<file path="config.mk">
export PLATFORM = sky130hd
export DESIGN_NAME = jk_reg_counter
export DESIGN_NICKNAME = d
export VERILOG_FILES = /design/src/rtl/jk_pkg.sv /design/src/rtl/jkff_cell.sv /design/src/rtl/jk_reg_counter.sv
export SDC_FILE = /design/constraint.sdc
export NUM_CORES = 1
export LEC_CHECK = 0
export CAP_MARGIN = 20
export CORE_AREA = 2 2 39 41
export CTS_BUF_LIST = sky130_fd_sc_hd__clkbuf_8
export DETAILED_ROUTE_END_ITERATION = 10
export DIE_AREA = 0 0 41 43
export PLACE_DENSITY_LB_ADDON = 0.15
export SYNTH_ARGS = -nofsm -noshare
export SYNTH_HDL_FRONTEND = slang
export SYNTH_SLANG_ARGS = --single-unit
</file>
<file path="constraint.sdc">
create_clock -name clk -period 1.4 [get_ports clk]
set_input_delay 0.28 -clock clk [delete_from_list [all_inputs] [get_ports clk]]
set_output_delay 0.28 -clock clk [all_outputs]
set_load 0.1 [all_outputs]
</file>
<file path="src/rtl/jk_pkg.sv">
// Shared definitions for the JK-cell register/counter.
// Mode encodings select the source of each cell's J/K inputs.
// Imported by jk_reg_counter and its testbench.
package jk_pkg;

    localparam logic [1:0] MODE_JK   = 2'b00;
    localparam logic [1:0] MODE_UP   = 2'b01;
    localparam logic [1:0] MODE_DOWN = 2'b10;
    localparam logic [1:0] MODE_LOAD = 2'b11;

    typedef enum logic [1:0] {
        M_JK   = 2'b00,
        M_UP   = 2'b01,
        M_DOWN = 2'b10,
        M_LOAD = 2'b11
    } mode_t;

endpackage

</file>
<file path="src/rtl/jkff_cell.sv">
// Single-bit JK flip-flop with synchronous active-high reset and clock enable.
// Ports: clk, rst, en, j, k -> q, qbar. Parameter RST_VAL is the reset value.
// Latency one cycle; en=0 holds state. qbar is derived from q so it never diverges.
module jkff_cell #(
    parameter logic RST_VAL = 1'b0
) (
    input  logic clk,
    input  logic rst,
    input  logic en,
    input  logic j,
    input  logic k,
    output logic q,
    output logic qbar
);

    logic q_q;
    logic q_d;

    always_comb begin
        q_d = q_q;
        case ({j, k})
            2'b01:   q_d = 1'b0;
            2'b10:   q_d = 1'b1;
            2'b11:   q_d = ~q_q;
            default: q_d = q_q;
        endcase
    end

    always_ff @(posedge clk) begin
        if (rst) begin
            q_q <= RST_VAL;
        end else if (en) begin
            q_q <= q_d;
        end
    end

    assign q    = q_q;
    assign qbar = ~q_q;

endmodule

</file>
<file path="src/rtl/jk_reg_counter.sv">
// WIDTH-bit register built from JK cells: per-bit JK, up-count, down-count, parallel load.
// Ports: clk, rst (sync, active-high), en, mode, j, k, d -> q, qbar, tc. Latency one cycle.
// Optional macro JK_SAT_EN: UP/DOWN saturate at their terminal value instead of wrapping.
module jk_reg_counter
    import jk_pkg::*;
#(
    parameter int               WIDTH     = 4,
    parameter logic [WIDTH-1:0] RESET_VAL = {WIDTH{1'b0}}
) (
    input  logic             clk,
    input  logic             rst,
    input  logic             en,
    input  logic [1:0]       mode,
    input  logic [WIDTH-1:0] j,
    input  logic [WIDTH-1:0] k,
    input  logic [WIDTH-1:0] d,
    output logic [WIDTH-1:0] q,
    output logic [WIDTH-1:0] qbar,
    output logic             tc
);

    logic [WIDTH-1:0] t_up;
    logic [WIDTH-1:0] t_dn;
    logic [WIDTH-1:0] cell_j;
    logic [WIDTH-1:0] cell_k;
    logic             at_max;
    logic             at_min;

    assign at_max = &q;
    assign at_min = ~|q;

    // Ripple toggle-enable chains: a bit flips once every lower bit is at
    // the carry (all ones) or borrow (all zeros) value.
    always_comb begin
        t_up    = '0;
        t_dn    = '0;
        t_up[0] = 1'b1;
        t_dn[0] = 1'b1;
        for (int i = 1; i < WIDTH; i++) begin
            t_up[i] = t_up[i-1] & q[i-1];
            t_dn[i] = t_dn[i-1] & ~q[i-1];
        end
`ifdef JK_SAT_EN
        // Zero toggles pin the register at its terminal value.
        if (at_max) t_up = '0;
        if (at_min) t_dn = '0;
`endif
    end

    always_comb begin
        cell_j = j;
        cell_k = k;
        case (mode)
            MODE_UP: begin
                cell_j = t_up;
                cell_k = t_up;
            end
            MODE_DOWN: begin
                cell_j = t_dn;
                cell_k = t_dn;
            end
            MODE_LOAD: begin
                // j=d, k=~d is a set or clear per bit, i.e. a plain load.
                cell_j = d;
                cell_k = ~d;
            end
            default: begin
                cell_j = j;
                cell_k = k;
            end
        endcase
    end

    for (genvar i = 0; i < WIDTH; i++) begin : g_cell
        jkff_cell #(
            .RST_VAL (RESET_VAL[i])
        ) u_cell (
            .clk  (clk),
            .rst  (rst),
            .en   (en),
            .j    (cell_j[i]),
            .k    (cell_k[i]),
            .q    (q[i]),
            .qbar (qbar[i])
        );
    end

    // Terminal count ignores en so it can gate a cascaded stage.
    assign tc = ((mode == MODE_UP) && at_max) || ((mode == MODE_DOWN) && at_min);

endmodule

</file>
Yosys cells after proc, flatten, opt, wreduce, memory -nomap -nowiden
Index checks and enable logic that the tools add are counted.
{ "totals": {"register_bits": 4, "output_inout_bits": 9, "word_cells": 48, "in_bits": 17} }
{ "classes": {"eq_ne": 15, "mux": 6, "n_reduce_logical": 14, "bitwise": 9} }
{ "ops": {"columns": ["operator", "count"], "rows": [
  ["4-bit one-hot mux with 3 select lines", 2],
  ["2-bit equality test (second input constant)", 10],
  ["1-bit one-hot mux with 3 select lines", 4],
  ["3-bit nonzero test", 4],
  ["2-bit by 1-bit equality test with 1-bit output (second input constant)", 5],
  ["2-bit AND reduction", 4],
  ["1-bit AND", 4],
  ["1-bit inverter", 4],
  ["4-bit inverter", 1],
  ["4-bit AND reduction", 1],
  ["4-bit OR reduction", 1],
  ["1-bit logical AND", 2],
  ["1-bit zero test", 1],
  ["1-bit logical OR", 1]
]} }

Depth between registers and ports, before layout
Gate-level depths: netlist of the first run.
{ "logic_depth": {"ltp_word": 7, "ltp_mapped": 5} }

By module
Synthesis of the first run repeated with hierarchy kept, for this count alone.
{ "hier_totals": {"cells_unflattened": 60, "hier_area_um2": 462.9} }
{ "by_module_without_submodules": {"columns": ["module", "cells_each", "area_each_um2", "instances"], "rows": [
  ["jk_reg_counter", 40, 262.8, 1],
  ["jkff_cell", 5, 50.0, 4]
]} }

Least setup slack after synthesis of the first run
Ideal clock, no wire load.
{ "synth_timing": {"kind": "input port to output port", "startpoint": "input mode[1]", "endpoint": "output tc", "required_ns": 1.120, "path_slack_ns": -1.570, "t_arrival_ns": 2.690, "n_path_buf": 1, "cell_stages": 4, "cell_sequence": "buf_4 inv_1 nand4_1 o21ai_0"} }
{ "synth_via": {"elab_chain_len": 3, "elab_cells_between_ends": 5, "cone_classes": "eq/ne: 2; reduce/logical: 3"} }
{ "synth_lines": {"columns": ["item", "line", "source"], "rows": [
  ["start: declaration", "jk_reg_counter.sv:13", "input logic [1:0] mode,"],
  ["2-bit by 1-bit equality test with 1-bit output or 2-bit equality test (tied branches)", "jk_reg_counter.sv:89", "assign tc = ((mode == MODE_UP) && at_max) || ((mode == MODE_DOWN) && at_min);"],
  ["1-bit logical AND", "jk_reg_counter.sv:89", null],
  ["1-bit logical OR *", "jk_reg_counter.sv:89", null],
  ["end: declaration", "jk_reg_counter.sv:19", "output logic tc"]
]} }
Mark *: on every way between the ends. The rest lies on a longest branch, timed or not.

Worst setup path after layout of the first run
{ "layout_timing": {"startpoint": "register g_cell[1].u_cell.q_q", "endpoint": "output tc"} }
{ "layout_via": {"elab_chain_len": 4, "elab_cells_between_ends": 6, "cone_classes": "reduce/logical: 6"} }
{ "layout_lines": {"columns": ["item", "line", "source"], "rows": [
  ["start: declaration", "jkff_cell.sv:16", "logic q_q;"],
  ["start signal: assignment", "jkff_cell.sv:33", "q_q <= q_d;"],
  ["4-bit OR reduction", "jk_reg_counter.sv:30", "assign at_min = ~|q;"],
  ["1-bit zero test", "jk_reg_counter.sv:30", null],
  ["1-bit logical AND", "jk_reg_counter.sv:89", null],
  ["1-bit logical OR *", "jk_reg_counter.sv:89", null]
]} }
Marked as above.

==> results.cfg, run 1 <==
[outcome]
outcome = finished, violations left
violations = negative setup slack

[finish]
drive_above_1_share_pct = 44.57
area_growth_pct = 97.88
fin_cells = 108
final_util_pct = 67.63
largest_reg_flops = 4
fin_nets = 111
seq_area_sq_um = 83.83
insertedDiodeCount = 0
multi_input_area_sq_um = 311.5
n_fill_cell = 104
fin_area_sq_um = 935.9

[synth]
ys_seq_elements = 4
ys_top_cells_by_area = dfxtp_1, buf_4, a221oi_2
synth_top_area_share_pct = 16.93
yosysMostFrequentCell = buf_4
synthArstFlopShare_pct = 0
synth_area_sq_um = 473.0
yosys-top-cells-count = buf_4, inv_1, dfxtp_1, nand2_1, o21ai_0
synthFlopType = dfxtp_1
synth_fp_nets = 78
synth.avg_cell_area_sq_um = 7.753
yosysTopAreaCell = dfxtp_1
synth_edf_count = 0
syn_inst = 61
synth.yosys.seq_area_share_pct = 16.93
ys_types = 34
ys_warn_count = 0

[place]
dpl.hpwl_mm = 1.062
numPlacedInstances = 102
place_area_sq_um = 850.8
io_buffers = 25
pre_cts_slack_ns = -0.3819
gp_congestion = 0.8463

[floorplanning]
initial_core_util_pct = 34.18
num_rows = 14
die_y_um = 43
core-area_sq_um = 1384
die-area_sq_um = 1763
die-width_um = 41
io_pins = 26

[timing]
finalCriticalPeriod_ns = 1.548
period_share_pct = 110.5
max_freq_ghz = 0.6462
setup_violations = 3
final.setup.worst_slack_ns = -0.1476
drv_slew = 0
worstMarginPinSlew_ns = 0.3072
max-slew-margin-rel_pct = 79.52
hold_violations = 0
fin_skew_ns = 0.002622
rsz0062_at_grt = yes

[global_route]
grt_start_max_net_pins = 9
grt_util_all_layers_pct = 18.15
grt_remaining_overflow = 0
grt_first_pass_wirelength_mm = 2.228
antenna_found_initial = 0
grt_pass1_vias = 556

[drt]
wl_mm = 1.320
dr.first_iter.drc_count = 5
vias_per_cell = 5.370
post-route-drc-count = 0
ant_nets = 0
drt_first_pass_iters = 4
vias = 580
wl_per_cell_um = 12.22

[pwr]
ir_worst_vdd_mv = 0.7969
fin_total_pwr_uw = 889.9
p_leak_uw = 0.0003888
power_density_nw_per_um2 = 950.8

[clocking]
htree_levels = 1
cts_tree = built
cts_made_buffers = 3
clkTransAtPathRegs_ns = 0.03
clkLatencyLatePin_ns = 0.22
cts-root-buf = clkbuf_8
cts_num_sinks = 4
clk_path_buf_depth = 2
cts_hold_buf = 0

[critical_path]
criticalPathCategory = register to primary output
crit_path_max_fanout = 5
cp-end-kind = primary output
crit_arrival_ns = 1.27
required_ns = 1.12
crit_path_start_kind = register

[hold_path]
hold_path.class = input pin to register

[flow_run]
cap_violations = 0
-- layout by cell type, fill, tap and decap left out, types with 2 or more instances in the layout --
| cell type | n |
|---|---|
| o21ai_0 | 2 |
| nand2_1 | 3 |
| clkdlybuf4s50_1 | 13 |
| clkbuf_8 | 3 |
| buf_4 | 14 |
| o221ai_1 | 2 |
| dfxtp_2 | 3 |
| a31oi_1 | 2 |
| nor2_1 | 2 |
| a221oi_2 | 2 |
| inv_1 | 6 |
| buf_12 | 9 |
-- what timing repair did --
item,in CTS,in global routing
gates resized for setup,11,2
gates cloned,0,0
endpoints found under the setup margin,5,4
pin swaps,5,2
buffers inserted,3,0
-- metal layers --
layer  vias to the layer above  share of wire, %  GRT usage (%)  wire length (um)
met4                         0               1.4          6.000                19
li1                        289                 -              -                 -
met3                         2               5.5          3.665                72
met2                        21                52          30.63               680
met1                       268                41          21.47               547
met5                         -                 0              0                 0
-- power by group --
part,internal (uW),switching [uW]
sequential,128,15.2
combinational,216,291
clock,183,57.1
-- path summary, 6_finish.rpt --
path                                   startpoint                               to  slack (ns)  cells past startpoint
setup reg to reg  g_cell[0].u_cell.q$_SDFFE_PP0P_  g_cell[2].u_cell.q$_SDFFE_PP0P_        0.08                      4
hold / removal                               d[1]  g_cell[1].u_cell.q$_SDFFE_PP0P_        0.60                      5
hold reg to reg   g_cell[1].u_cell.q$_SDFFE_PP0P_  g_cell[1].u_cell.q$_SDFFE_PP0P_        0.65                      2
setup / recovery  g_cell[1].u_cell.q$_SDFFE_PP0P_                               tc       -0.15                      4
-- per-stage QoR --
| stage | hold WS, ns | TNS [ns] |
|---|---|---|
| 2_1_floorplan | 0.3462 | -0.05041 |
| 3_3_place_gp | 0.6867 | -1.689 |
| 3_5_place_dp | 0.6957 | -1.766 |
| 4_1_cts | 0.6417 | -0.1302 |
| 5_1_grt | 0.6535 | -0.4150 |
| 6_report | 0.6039 | -0.1801 |
-- critical path: stages (launching register included) --
cell	delay, ns
dfxtp_2	0.34
nor4_4	0.29
nand3_2	0.14
o21ai_4	0.09
buf_12	0.19
-- layout make-up --
cell class / instances / share of cell area, %
Tap cell: 16 / 2.139
Timing Repair Buffer: 40 / 48.40
Inverter: 7 / 2.807
Sequential cell: 4 / 8.957
Clock buffer: 3 / 4.412
Multi-Input combinational cell: 38 / 33.29
-- kinds of logic (layout without fill, tap and decap cells) --
| logic type | count (synthesis) | after routing | synth area share [%] |
|---|---|---|---|
| AO/OA/AOI/OAI | 21 | 21 | 37.57 |
| buffers and inverters | 19 | 50 | 24.60 |
| multiplexers | 1 | 1 | 2.116 |
| flip-flops | 4 | 4 | 16.93 |
| AND/OR/NAND/NOR | 16 | 16 | 18.79 |
Note: power is estimated with default switching activity, not from simulation.
==> run 2: changes to the inputs <==
CTS_CLUSTER_SIZE = 14   (was unset)
SYNTH_HIERARCHICAL = 1   (was unset)
==> run 2 against run 1 <==
The run still ends with negative setup slack left. Cell count down 0.93%. Power down 4.7%. Sequential power about the same. Die area unchanged. Register-to-register slack worse by 0.05 ns.
==> results.cfg, run 2 <==
[floorplanning]
die_y_um = 43
die-area_sq_um = 1763
io_pins = 26
die-width_um = 41
core-area_sq_um = 1384
num_rows = 14
initial_core_util_pct = 33.45

[place]
place_area_sq_um = 880.8
gp_congestion = 0.7361
dpl.hpwl_um = 948.5
pre_cts_slack_ns = -0.6266
io_buffers = 25
numPlacedInstances = 104

[synth]
ys_warn_count = 6
ys_types = 23
ys_seq_elements = 4
ys_top_cells_by_area = dfxtp_1, a21bo_1, a21oi_2
yosysMostFrequentCell = inv_1
yosysTopAreaCell = dfxtp_1
synth.yosys.seq_area_share_pct = 17.30
synth_top_area_share_pct = 17.30
syn_inst = 60
synth_fp_nets = 77
synth_edf_count = 0
synthFlopType = dfxtp_1
synth.avg_cell_area_sq_um = 7.716
synthArstFlopShare_pct = 0
synth_area_sq_um = 462.9

[finish]
drive_above_1_share_pct = 40.66
area_growth_pct = 112.4
fin_cells = 107
insertedDiodeCount = 0
largest_reg_flops = 4
n_fill_cell = 113
fin_area_sq_um = 983.4
final_common_cell = clkdlybuf4s50_1
final_cell_mix = clkdlybuf4s50_1, buf_12
fin_nets = 110

[global_route]
grt_first_pass_wirelength_mm = 2.063
grt_start_max_net_pins = 19
antenna_found_initial = 0
grt_pass1_vias = 488
grt_remaining_overflow = 0
grt_util_all_layers_pct = 17.43

[pwr]
p_leak_uw = 0.0003816
ir_worst_vdd_mv = 0.4425
power_density_nw_per_um2 = 862.4

[timing]
max-slew-margin-rel_pct = 78.53
tns_ns = -0.3190
fin_skew_ns = 0.001937
rsz0062_at_grt = yes
setup_violations = 1
worstMarginPinSlew_ns = 0.3211
final.setup.worst_slack_ns = -0.3190
period_share_pct = 122.8
hold_violations = 0
drv_slew = 0
hold_ws_ns = 0.6229
finalCriticalPeriod_ns = 1.719
max_freq_ghz = 0.5817

[critical_path]
required_ns = 1.12
cpPeakStageDelay_ns = 0.40
crit_arrival_ns = 1.44
criticalPathCategory = register to primary output
cp-end-kind = primary output
crit_path_top_delay_cell = or3_4
crit_path_start_kind = register
crit_path_max_fanout = 2
crit_chain = or3_4, o41ai_4, buf_12

[clocking]
cts_tree = built
cts_hold_buf = 0
clkTransAtPathRegs_ns = 0.03
cts-root-buf = clkbuf_8
clk_path_buf_depth = 2
cts_num_sinks = 4
clkLatencyLatePin_ns = 0.22
htree_levels = 1
cts_made_buffers = 3

[outcome]
outcome = finished, violations left
violations = negative setup slack

[drt]
ant_nets = 0
vias = 559
vias_per_cell = 5.224
drt_first_pass_iters = 4
wl_per_cell_um = 12.70
post-route-drc-count = 0
wl_mm = 1.359
dr.first_iter.drc_count = 4

[flow_run]
cap_violations = 0

[hold_path]
hold_path.class = register to register
==> run 2: critical path: cells and delay by family (launching register included) <==
family / cells / cell delay [ns]
buffers and inverters: 1 / 0.22
and+or+nand+nor: 1 / 0.40
AOI/OAI and AO/OA: 1 / 0.27
DFF: 1 / 0.33
==> run 2: repair_timing <==
item | in CTS | in global routing
buffers inserted | 0 | 0
endpoints found under the setup margin | 4 | 3
gates resized for setup | 5 | 7
pin swaps | 2 | 6
==> run 2: final cells by class <==
type                            count  area (sq um)  area share [%]
Sequential cell                     4         95.09           9.669
Clock buffer                        3         41.29           4.198
Inverter                            7         33.78           3.435
Multi-Input combinational cell     46         402.9           40.97
Timing Repair Buffer               31         390.4           39.69
Tap cell                           16         20.02           2.036
==> run 2: metal layers <==
metal | up-vias | track usage [%] | routed length [um]
li1 | 282 | - | -
met1 | 255 | 21.41 | 589
met2 | 20 | 26.88 | 701
met3 | 2 | 1.571 | 53
met4 | 0 | 12.00 | 14
met5 | - | 0 | 0
==> run 2: logic make-up (layout without fill, tap and decap cells) <==
| logic type | count (synthesis) | count (layout) | share of synthesized area [%] |
|---|---|---|---|
| buffers and inverters | 10 | 41 | 10.27 |
| AO/OA/AOI/OAI | 23 | 23 | 39.46 |
| multiplexers | 2 | 2 | 4.324 |
| AND/OR/NAND/NOR | 21 | 21 | 28.65 |
| flip-flops | 4 | 4 | 17.30 |
==> run 2: metrics by stage <==
step	total power [uW]	utilization (%)
floorplan	400.5	-
global placement	578.0	63.65
detailed placement	580.2	63.65
CTS	837.1	67.54
global route	884.4	71.07
finish	848.2	71.07
==> run 2: path summary, 6_finish.rpt <==
| path | depth (start not counted) | slack, ns | from | endpoint |
|---|---|---|---|---|
| max | 3 | -0.32 | g_cell[0].u_cell/q$_SDFFE_PP0P_ | tc |
| min | 2 | 0.62 | g_cell[3].u_cell/q$_SDFFE_PP0P_ | g_cell[3].u_cell/q$_SDFFE_PP0P_ |
| max reg2reg | 5 | 0.03 | g_cell[0].u_cell/q$_SDFFE_PP0P_ | g_cell[2].u_cell/q$_SDFFE_PP0P_ |
| min reg2reg | 2 | 0.62 | g_cell[3].u_cell/q$_SDFFE_PP0P_ | g_cell[3].u_cell/q$_SDFFE_PP0P_ |
==> run 2: report_power, final <==
part | switching [uW] | total (uW) | leakage [uW] | internal, uW
clock | 61.2 | 245 | 0.0000216 | 183
sequential | 19.3 | 144 | 0.0000357 | 124
combinational | 263 | 460 | 0.000324 | 197
total | 344 | 848 | 0.000382 | 505
==> run 3: changes to the inputs <==
CORE_AREA = 3 3 40 42   (was 2 2 39 41)
DIE_AREA = 0 0 43 45   (was 0 0 41 43)
==> run 3 against run 2 <==
The run still ends with negative setup slack left. Clock power rose by 2%. Sequential share of layout area is 0.81 points lower. Via count up 7.7%. Maximum frequency is 0.26% lower. Clock skew rose by 0.00087 ns. Global-route usage up 0.88 points.
==> results.cfg, run 3 (synthesis gave the netlist of run 2 again) <==
[timing]
rsz0062_at_grt = yes
final.setup.worst_slack_ns = -0.3234
max_freq_ghz = 0.5803
hold_violations = 0
setup_violations = 4
finalCriticalPeriod_ns = 1.723
drv_slew = 0
worstMarginPinSlew_ns = 0.3367
tns_ns = -0.6360
max-slew-margin-rel_pct = 77.49
fin_skew_ns = 0.002804
period_share_pct = 123.1

[clocking]
clkLatencyLatePin_ns = 0.22
cts_num_sinks = 4
clk_path_buf_depth = 2
htree_levels = 1
cts-root-buf = clkbuf_8
cts_made_buffers = 3
clkTransAtPathRegs_ns = 0.03
cts_tree = built
cts_hold_buf = 0

[finish]
area_growth_pct = 131.9
final_util_pct = 83.54
insertedDiodeCount = 0
fin_cells = 114
largest_reg_flops = 4
final_cell_mix = clkdlybuf4s50_1, buf_12, buf_4
final_common_cell = clkdlybuf4s50_1
drive_above_1_share_pct = 48.48
fin_nets = 118

[global_route]
grt_remaining_overflow = 0
antenna_found_initial = 0
grt_util_all_layers_pct = 18.32
grt_pass1_vias = 560
grt_start_max_net_pins = 15
grt_first_pass_wirelength_mm = 2.608

[pwr]
switchingPower_uw = 370.6
power_density_nw_per_um2 = 842.5
switching_share_pct = 40.97
ir_worst_vdd_mv = 0.4125
pwr-share-seq_pct = 16.0
p_leak_uw = 0.0004298
fin_total_pwr_uw = 904.5
clockPowerShare_pct = 27.7
p_int_uw = 533.9
combPwrFrac_pct = 56.3

[flow_run]
cap_violations = 0

[critical_path]
cpPeakStageDelay_ns = 0.40
critPathBufInv = 1
cp-end-kind = primary output
crit_path_start_kind = register
crit_path_top_delay_cell = or3_4
crit_chain = or3_4, o41ai_4, buf_12
crit_path_max_fanout = 2
criticalPathCategory = register to primary output
crit_arrival_ns = 1.44
crit_family = simple AND/OR/NAND/NOR gates
required_ns = 1.12

[drt]
wl_mm = 1.805
vias_per_cell = 5.281
vias = 602
ant_nets = 0
drt_first_pass_iters = 4
wl_per_cell_um = 15.83
dr.first_iter.drc_count = 6
post-route-drc-count = 0

[place]
dpl.hpwl_mm = 1.118
gp_congestion = 0.7849
io_buffers = 25
pre_cts_slack_ns = -0.6326
numPlacedInstances = 104

[floorplanning]
io_pins = 26
core-area_sq_um = 1285
num_rows = 13
initial_core_util_pct = 36.03
die_y_um = 45
die-area_sq_um = 1935
die-width_um = 43

[outcome]
violations = negative setup slack
outcome = finished, violations left

[hold_path]
hold_path.class = register to register
run 3: cell types whose count changed in the layout (fill, tap and decap cells not counted):
cell,previous run,this run
buf_4,4,9
buf_8,0,3
a21boi_0,1,0
a21boi_2,0,1
clkbuf_2,0,1
dlygate4sd2_1,2,1
inv_1,4,3
inv_4,0,1
nor3_2,2,1
nor3_4,0,1
run 3: power groups by stage:
stage	sequential [uW]	clock, uW	combinational (uW)
final	145	250	509
after global routing	147	266	528
after CTS	144	248	479
after detailed placement	145	0	444
after global placement	144	0	436
after floorplan	217	0	184
run 3: per-stage QoR:
stage | hold slack (ns) | cell area (sq um)
6_report | 0.6245 | 1074
5_1_grt | 0.6539 | 1074
4_1_cts | 0.6234 | 1020
3_5_place_dp | 0.6211 | 887.1
3_3_place_gp | 0.6094 | 887.1
2_1_floorplan | 0.3333 | 496.7
run 3: final timing paths:
| kind | start | endpoint | slack, ns | cells past startpoint |
|---|---|---|---|---|
| min reg2reg | g_cell[3].u_cell/q$_SDFFE_PP0P_ | g_cell[3].u_cell/q$_SDFFE_PP0P_ | 0.62 | 2 |
| max reg2reg | g_cell[0].u_cell/q$_SDFFE_PP0P_ | g_cell[3].u_cell/q$_SDFFE_PP0P_ | -0.17 | 8 |
| min | g_cell[3].u_cell/q$_SDFFE_PP0P_ | g_cell[3].u_cell/q$_SDFFE_PP0P_ | 0.62 | 2 |
| max | g_cell[0].u_cell/q$_SDFFE_PP0P_ | tc | -0.32 | 3 |
run 3: tightest hold or removal path, cell delays in order (launching register included):
cell and delay (ns):
dfxtp_4 0.40, nand3b_1 0.14, a21oi_2 0.05
run 3: final cells by class:
type                       count  area, sq um
timing repair buffer          39        469.2
fill                          85        211.5
inverter                       7        36.28
tap                           15        18.77
clock buffer                   3        41.29
multi-input combinational     46        412.9
sequential                     4        95.09
run 3: metal layers:
metal	global-route usage, %	vias up	routed length (um)
li1	-	299	-
met1	21.69	282	801
met2	32.04	19	920
met3	3.187	2	66
met4	9.036	0	17
met5	0	-	0
run 3: repair_timing:
item | CTS | global route
gates resized for setup | 13 | 13
cloned | 0 | 0
pin swaps | 7 | 6
buffers inserted | 4 | 3
setup endpoints to repair | 4 | 3
